### src/rtl/gray_seq_ctrl_pkg.sv
// Shared types and helpers for the Gray position sequencer.
package gray_seq_pkg;

    localparam int DEF_WIDTH = 4;
    localparam int DEF_DIV_W = 8;

    typedef enum logic [1:0] {
        IDLE = 2'd0,
        RUN  = 2'd1,
        DONE = 2'd2
    } state_t;

    // Reflected binary Gray code of a binary value; callers cast to their width.
    function automatic logic [31:0] bin2gray(input logic [31:0] x);
        return x ^ (x >> 1);
    endfunction

endpackage

### src/rtl/gray_seq_ctrl_tick_gen.sv
// Step-interval prescaler: loaded on command accept, counts down while enabled,
// and reloads with the captured interval every time it hits zero.
module gray_tick_gen
    import gray_seq_pkg::*;
#(
    parameter int DIV_W = DEF_DIV_W
) (
    input  logic             clk,
    input  logic             reset,
    input  logic             load,
    input  logic [DIV_W-1:0] load_val,
    input  logic             enable,
    input  logic [DIV_W-1:0] reload_val,
    output logic             tick
);

    logic [DIV_W-1:0] presc_q;
    logic [DIV_W-1:0] presc_d;

    // A tick is due whenever the count has run out while the sequencer is moving.
    assign tick = enable && (presc_q == '0);

    // Next count: a fresh load wins, otherwise reload on zero or count down.
    always_comb begin
        presc_d = presc_q;
        if (load) begin
            presc_d = load_val;
        end else if (enable) begin
            if (presc_q == '0) begin
                presc_d = reload_val;
            end else begin
                presc_d = presc_q - {{(DIV_W-1){1'b0}}, 1'b1};
            end
        end
    end

    // Prescaler register with synchronous active-low reset.
    always_ff @(posedge clk) begin
        if (!reset) begin
            presc_q <= '0;
        end else begin
            presc_q <= presc_d;
        end
    end

endmodule

### src/rtl/gray_seq_ctrl.sv
// Command-driven sequencer that walks a Gray position counter one code at a
// time towards a target, in a fixed direction, at a programmable step rate.
module gray_seq_ctrl
    import gray_seq_pkg::*;
#(
    parameter int WIDTH = DEF_WIDTH,
    parameter int DIV_W = DEF_DIV_W
) (
    input  logic             clk,
    input  logic             reset,
    input  logic             cmd_valid,
    output logic             cmd_ready,
    input  logic [WIDTH-1:0] cmd_target,
    input  logic             cmd_dir,
    input  logic [DIV_W-1:0] cmd_div,
    input  logic             abort,
    output logic [WIDTH-1:0] gray,
    output logic             busy,
    output logic             step,
    output logic             done,
    output logic             aborted
);

    localparam logic [WIDTH-1:0] POS_ONE = {{(WIDTH-1){1'b0}}, 1'b1};

    state_t             state_q, state_d;
    logic [WIDTH-1:0]   pos_q, pos_d;
    logic [WIDTH-1:0]   gray_q, gray_d;
    logic [WIDTH-1:0]   target_q, target_d;
    logic               dir_q, dir_d;
    logic [DIV_W-1:0]   div_q, div_d;
    logic               cmd_ready_q, cmd_ready_d;
    logic               busy_q, busy_d;
    logic               step_q, step_d;
    logic               done_q, done_d;
    logic               aborted_q, aborted_d;
    logic               presc_load;
    logic               tick;

    gray_tick_gen #(
        .DIV_W(DIV_W)
    ) u_tick_gen (
        .clk        (clk),
        .reset      (reset),
        .load       (presc_load),
        .load_val   (cmd_div),
        .enable     (state_q == RUN),
        .reload_val (div_q),
        .tick       (tick)
    );

    // Sequencer decisions: accept, step, finish or abort, plus next outputs.
    always_comb begin
        state_d    = state_q;
        pos_d      = pos_q;
        target_d   = target_q;
        dir_d      = dir_q;
        div_d      = div_q;
        step_d     = 1'b0;
        done_d     = 1'b0;
        aborted_d  = 1'b0;
        presc_load = 1'b0;
        unique case (state_q)
            IDLE: begin
                if (cmd_valid) begin
                    target_d   = cmd_target;
                    dir_d      = cmd_dir;
                    div_d      = cmd_div;
                    presc_load = 1'b1;
                    if (cmd_target == pos_q) begin
                        state_d = DONE;
                        done_d  = 1'b1;
                    end else begin
                        state_d = RUN;
                    end
                end
            end
            RUN: begin
                if (abort) begin
                    state_d   = DONE;
                    done_d    = 1'b1;
                    aborted_d = 1'b1;
                end else if (tick) begin
                    pos_d  = dir_q ? (pos_q + POS_ONE) : (pos_q - POS_ONE);
                    step_d = 1'b1;
                    if (pos_d == target_q) begin
                        state_d = DONE;
                        done_d  = 1'b1;
                    end
                end
            end
            DONE: begin
                state_d = IDLE;
            end
            default: begin
                state_d = IDLE;
            end
        endcase
        gray_d      = WIDTH'(bin2gray(32'(pos_d)));
        busy_d      = (state_d == RUN);
        cmd_ready_d = (state_d == IDLE);
    end

    // State, position and registered outputs; reset discards any move in flight.
    always_ff @(posedge clk) begin
        if (!reset) begin
            state_q     <= IDLE;
            pos_q       <= '0;
            gray_q      <= '0;
            target_q    <= '0;
            dir_q       <= 1'b0;
            div_q       <= '0;
            cmd_ready_q <= 1'b1;
            busy_q      <= 1'b0;
            step_q      <= 1'b0;
            done_q      <= 1'b0;
            aborted_q   <= 1'b0;
        end else begin
            state_q     <= state_d;
            pos_q       <= pos_d;
            gray_q      <= gray_d;
            target_q    <= target_d;
            dir_q       <= dir_d;
            div_q       <= div_d;
            cmd_ready_q <= cmd_ready_d;
            busy_q      <= busy_d;
            step_q      <= step_d;
            done_q      <= done_d;
            aborted_q   <= aborted_d;
        end
    end

    assign cmd_ready = cmd_ready_q;
    assign gray      = gray_q;
    assign busy      = busy_q;
    assign step      = step_q;
    assign done      = done_q;
    assign aborted   = aborted_q;

endmodule

### config.mk
export PLATFORM = sky130hd
export DESIGN_NAME = gray_seq_ctrl
export DESIGN_NICKNAME = d
export VERILOG_FILES = /design/src/rtl/gray_seq_ctrl_pkg.sv /design/src/rtl/gray_seq_ctrl_tick_gen.sv /design/src/rtl/gray_seq_ctrl.sv
export SDC_FILE = /design/constraint.sdc
export NUM_CORES = 1
export LEC_CHECK = 0
export ABC_CLOCK_PERIOD_IN_PS = 4200
export CORE_MARGIN = 2
export CORE_UTILIZATION = 56
export CTS_CLUSTER_DIAMETER = 120
export CTS_CLUSTER_SIZE = 10
export DETAILED_ROUTE_END_ITERATION = 7
export GPL_TIMING_DRIVEN = 0
export PLACE_DENSITY = 0.8
export SKIP_LAST_GASP = 1
export SYNTH_ARGS = -nofsm -noshare
export SYNTH_HDL_FRONTEND = slang
export SYNTH_SLANG_ARGS = --single-unit
### constraint.sdc
create_clock -name clk -period 4.2 [get_ports clk]
set_input_delay 0.84 -clock clk [delete_from_list [all_inputs] [get_ports clk]]
set_output_delay 0.84 -clock clk [all_outputs]
set_load 0.01 [all_outputs]
Yosys cells after proc, flatten, opt, wreduce, memory -nomap -nowiden
Index checks and enable logic that the tools add are counted.
{"block": "word_totals", "regBits": 36, "inputBits": 17, "elab_cells": 53}
{"block": "op_classes", "addsub": 3, "n_eq_ne": 4, "muxes": 23, "n_bitwise": 3, "n_reduce_logical": 8}
{"operator": "two-way mux 8 bit", "n": 3}
{"operator": "two-way mux 4 bit", "n": 4}
{"operator": "two-way mux 2 bit", "n": 5}
{"operator": "two-way mux 1 bit", "n": 9}
{"operator": "equality test 4 bit", "n": 2}
{"operator": "logical NOT 8 bit", "n": 1}
{"operator": "subtractor 8 x 1 -> 8 bit (second input constant)", "n": 1}
{"operator": "adder 4 x 1 -> 4 bit (second input constant)", "n": 1}
{"operator": "equality test 2 x 1 -> 1 bit (second input constant)", "n": 2}
{"operator": "logical NOT 2 bit", "n": 2}
{"operator": "one-hot mux 2 bit (2 select lines)", "n": 1}
{"operator": "AND reduction 2 bit", "n": 2}
{"operator": "subtractor 4 x 1 -> 4 bit (second input constant)", "n": 1}
{"operator": "XOR 4 x 3 -> 4 bit", "n": 1}
{"operator": "OR reduction 3 bit", "n": 1}
{"operator": "NOT 1 bit", "n": 2}
{"operator": "one-hot mux 1 bit (2 select lines)", "n": 1}
{"operator": "nonzero test 2 bit", "n": 1}
{"operator": "logical AND 1 bit", "n": 1}

Depth between registers and ports, before layout
{"block": "depth", "word_depth": 8, "ltp_mapped": 7, "ltp_nobuf": 6}

Modules after synthesis
Synthesis repeated with hierarchy kept, for this count alone.
{"block": "hier_totals", "hier_cells": 214, "area_unflattened_um2": 1850.5}
{"mod": "gray_seq_ctrl", "instances": 1, "cells_each": 142, "area_per_inst_um2": 1247.4, "seq_area_each_um2": 540.5}
{"mod": "gray_tick_gen", "instances": 1, "cells_each": 72, "area_per_inst_um2": 603.1, "seq_area_each_um2": 160.2}

Worst setup path after synthesis
Ideal clock, no wire load.
{"block": "synth_timing", "path_kind": "register -> register", "from": "register u_tick_gen.presc_q[0]", "to": "register pos_q[3]", "setup_time_ns": 0.115, "arrival_ns": 2.007, "required_time_ns": 4.085, "slack_ns": 2.078, "stages_incl_launch_ff": 8, "path_buffers": 1, "path_cell_list": "dfxtp_1 > inv_1 > ha_1 > or4b_1 > or4_4 > buf_6 > and2_0 > o21a_1"}
{"block": "synth_via", "elab_chain_len": 5}
{"item": "start: declaration", "line": "gray_seq_ctrl_tick_gen.sv:17", "rtl": "logic [DIV_W-1:0] presc_q;"}
{"item": "start signal: assignment", "line": "gray_seq_ctrl_tick_gen.sv:42", "rtl": "presc_q <= presc_d;"}
{"item": "logical NOT 8 bit", "line": "gray_seq_ctrl_tick_gen.sv:21", "rtl": "assign tick = enable && (presc_q == '0);"}
{"item": "logical AND 1 bit", "line": "gray_seq_ctrl_tick_gen.sv:21"}
{"item": "two-way mux 4 bit", "line": "gray_seq_ctrl.sv:83", "rtl": "end else if (tick) begin"}
{"item": "two-way mux 4 bit", "line": "gray_seq_ctrl.sv:79", "rtl": "if (abort) begin"}
{"item": "two-way mux 4 bit", "line": "gray_seq_ctrl.sv:63", "rtl": "unique case (state_q)"}
{"item": "end signal: assignment", "line": "gray_seq_ctrl.sv:120", "rtl": "pos_q <= pos_d;"}
{"item": "end: declaration", "line": "gray_seq_ctrl.sv:27", "rtl": "logic [WIDTH-1:0] pos_q, pos_d;"}
Every way passes these cells.
A chain may end at the register's enable or synchronous reset.

Final worst setup path
{"block": "layout_timing", "from": "input cmd_valid", "to": "register u_tick_gen.presc_q[4]"}
{"block": "layout_via", "elab_chain_len": 3, "elab_cells_between_ends": 4}
{"item": "start: declaration", "line": "gray_seq_ctrl.sv:11", "rtl": "input logic cmd_valid,"}
{"item": "two-way mux 1 bit (*)", "line": "gray_seq_ctrl.sv:65", "rtl": "if (cmd_valid) begin"}
{"item": "two-way mux 1 bit (*)", "line": "gray_seq_ctrl.sv:63"}
{"item": "two-way mux 8 bit / nonzero test 2 bit (equally long branches)"}
Mark *: on every way between the ends. The rest lies on a longest branch, timed or not.

==> impl_metrics.env <==
export IMPL_status="finished, final reports clean"
export IMPL_fin_crit_sh_pct=63.9
export IMPL_cts_buffer_depth=2
export IMPL_r2r_start="pos_q[0]"
export IMPL_syn_to_final_growth_pct=20.9
export IMPL_dr_first_iter_drc_count=83
export IMPL_wl_met3_um=270
export IMPL_cp_arrival_ns=2.97
export IMPL_coreArea_um2=3050
export IMPL_path_buf_inv=2
export IMPL_worstPathCellList="clkdlybuf4s50_1, nor3b_1, clkbuf_1, nand2_1, a31oi_1"
export IMPL_hold_viol=0
export IMPL_top_layer_used="met4"
export IMPL_fin_setup_tns_ns=0
export IMPL_crit_family="buffers and inverters"
export IMPL_die_area_um2=3670
export IMPL_die_w_um=60.6
export IMPL_synth_edf_count=0
export IMPL_cp_startpoint="cmd_valid"
export IMPL_path_clk_slew_ns=0.10
export IMPL_antenna_found_initial=0
export IMPL_period_needed_ns=2.69
export IMPL_place_gp_congestion=0.870
export IMPL_viasPerCell=5.70
export IMPL_dr_pass1_iters=4
export IMPL_cp_required_ns=4.48
export IMPL_min_delay_start="div_q[6]"
export IMPL_postCtsSetupBuffers=0
export IMPL_m1WireLength_mm=1.83
export IMPL_numCtsBuffers=5
export IMPL_routed_via_count=1630
export IMPL_min_path_type="flop to flop"
export IMPL_mostFrequentLayoutCell="dfxtp_1"
export IMPL_synthCells=209
export IMPL_synth_seq_cells=35
export IMPL_fp_dieH_um=60.6
export IMPL_fill_cells=262
export IMPL_synthArstFlopShare_pct=0
export IMPL_drc=0
export IMPL_hold_slack_ns=0.464
export IMPL_start_util_pct=58.8
export IMPL_final_nets=262
export IMPL_max_freq_mhz=372
export IMPL_cp_slowest_cell="nor3b_1"
export IMPL_wl_mm=4.01
export IMPL_synth_ff_type="dfxtp_1"
export IMPL_r2r_slack_ns=1.86
export IMPL_drv_slew=0
export IMPL_leakagePower_nw=0.868
export IMPL_yosysSeqAreaShare_pct=39.1
export IMPL_max_cap_viol_count=0
export IMPL_cts_resized=0
export IMPL_detailed_place_hpwl_mm=2.98
export IMPL_cts_root_buf="clkbuf_4"
export IMPL_cp_max_fo=10
export IMPL_antenna_cells=0
export IMPL_gr_usage_all_layers_pct=24.6
export IMPL_cts_tree="done"
export IMPL_grt_first_pass_wirelength_mm=6.55
export IMPL_pin_count=26
export IMPL_grt_overflow_total=0
export IMPL_rows=20
export IMPL_ant_nets=0
export IMPL_layout_common_cells="dfxtp_1, nand2_1, clkdlybuf4s50_1, a21oi_1"
export IMPL_setup_violations_final=0
export IMPL_power_density_nw_per_um2=380
export IMPL_grt_setup_unrepaired="false"
export IMPL_routedWlPerCell_um=14.0
export IMPL_grt_max_degree=11
export IMPL_ys_warn_count=0
export IMPL_clock_sinks=35
export IMPL_dr_wl_met2_mm=1.83
export IMPL_insertion_delay_ns=0.35
export IMPL_syn_nets=230
export IMPL_grt_pass1_vias=1489
export IMPL_skew_ns=0.00601
export IMPL_cp_end_kind="flop"
export IMPL_startpoint_type="primary input"
export IMPL_syn_cell_area_um2=1790
export IMPL_relSlewSlack_pct=38.3
export IMPL_critical_path_class="primary input to flop"
export IMPL_avgSynthCellArea_um2=8.58
export IMPL_synth_cell_types=47
export IMPL_drive_above_1_share_pct=6.20
export IMPL_peakVddDrop_uv=173
export IMPL_worstMarginPinSlew_ns=0.924
export IMPL_numPortBuffers=25
export IMPL_h_tree_depth=2
export IMPL_postCtsHoldBufs=0
export IMPL_cp_slowest_stage_delay_ns=0.78
## layout make-up
class / instances / area (um2) / area share, %
Inverter: 7 / 26.3 / 1.21
Tap cell: 44 / 55.1 / 2.54
Multi-Input combinational cell: 154 / 1010 / 46.4
Sequential cell: 35 / 701 / 32.3
Timing Repair Buffer: 25 / 250 / 11.5
Clock buffer: 8 / 68.8 / 3.17
Buffer: 13 / 61.3 / 2.83
## path summary, 6_finish.rpt
check / to / cells after the start
worst max-delay path: u_tick_gen.presc_q[4] / 5
worst min-delay path: div_q[6] / 2
worst max register to register: state_q[0] / 7
worst min register to register: div_q[6] / 2
## layer usage
| layer | global-route usage (%) | vias up |
|---|---|---|
| li1 | - | 797 |
| met4 | 10.2 | 0 |
| met1 | 31.6 | 760 |
| met5 | 0 | - |
| met2 | 38.7 | 63 |
| met3 | 7.46 | 10 |
## through the flow
stage	setup WS (ns)	util (%)	total power, mW	area (um2)	std cells
after floorplan	2.08	-	0.549	1790	209
after CTS	1.58	71.0	0.825	2170	286
final	1.51	71.0	0.824	2170	286
after detailed placement	1.22	68.8	0.617	2100	278
after global routing	1.42	71.0	0.869	2170	286
after global placement	1.26	68.8	0.608	2100	278
## worst min-delay path, cell delays in order, from the launching register on
cell and delay (ns):
dfxtp_1 0.32, nand2_1 0.05, a21oi_1 0.05
## kinds of logic after synthesis
kind of cell               after synthesis  share of synthesized area [%]
and+or+nand+nor                         67                           17.9
AOI/OAI and AO/OA                       62                           22.0
DFF                                     35                           39.1
buffers and inverters                   20                           4.88
xor gates and xnor gates                17                           10.7
muxes                                    4                           2.23
adders and majority gates                4                           3.21
## synthesized netlist by cell type (2+ instances only)
cell / n / area [um2]
a21boi_0: 4 / 30.0
mux2i_1: 4 / 40.0
xor2_1: 5 / 43.8
dfxtp_1: 35 / 701
a21oi_1: 20 / 100
o2bb2ai_1: 2 / 17.5
nor3_1: 7 / 35.0
a31oi_1: 5 / 31.3
nor2_1: 9 / 33.8
ha_1: 3 / 37.5
nand2_1: 30 / 113
a211oi_1: 2 / 15.0
xnor3_1: 2 / 45.0
inv_1: 7 / 26.3
or2_2: 2 / 12.5
nand3_1: 3 / 15.0
o21ai_0: 10 / 50.1
o211ai_1: 5 / 37.5
nand2b_1: 2 / 12.5
o21a_1: 4 / 30.0
xnor2_1: 9 / 78.8
clkbuf_1: 9 / 33.8
o41ai_1: 2 / 17.5
or3_1: 4 / 25.0
and3_1: 2 / 12.5
## registers in the layout, indices dropped and copies added (netlist names)
register            cells
div_q                   8
u_tick_gen.presc_q      8
pos_q                   4
target_q                4
gray                    3
state_q                 2
aborted                 1
busy                    1
cmd_ready               1
dir_q                   1
done                    1
step                    1
## where the power goes
part	internal, mW	switching (mW)
Combinational	0.110	0.116
Sequential	0.359	0.0264
Clock	0.0984	0.114
Total	0.568	0.256
Note: power is estimated with default switching activity, not from simulation.
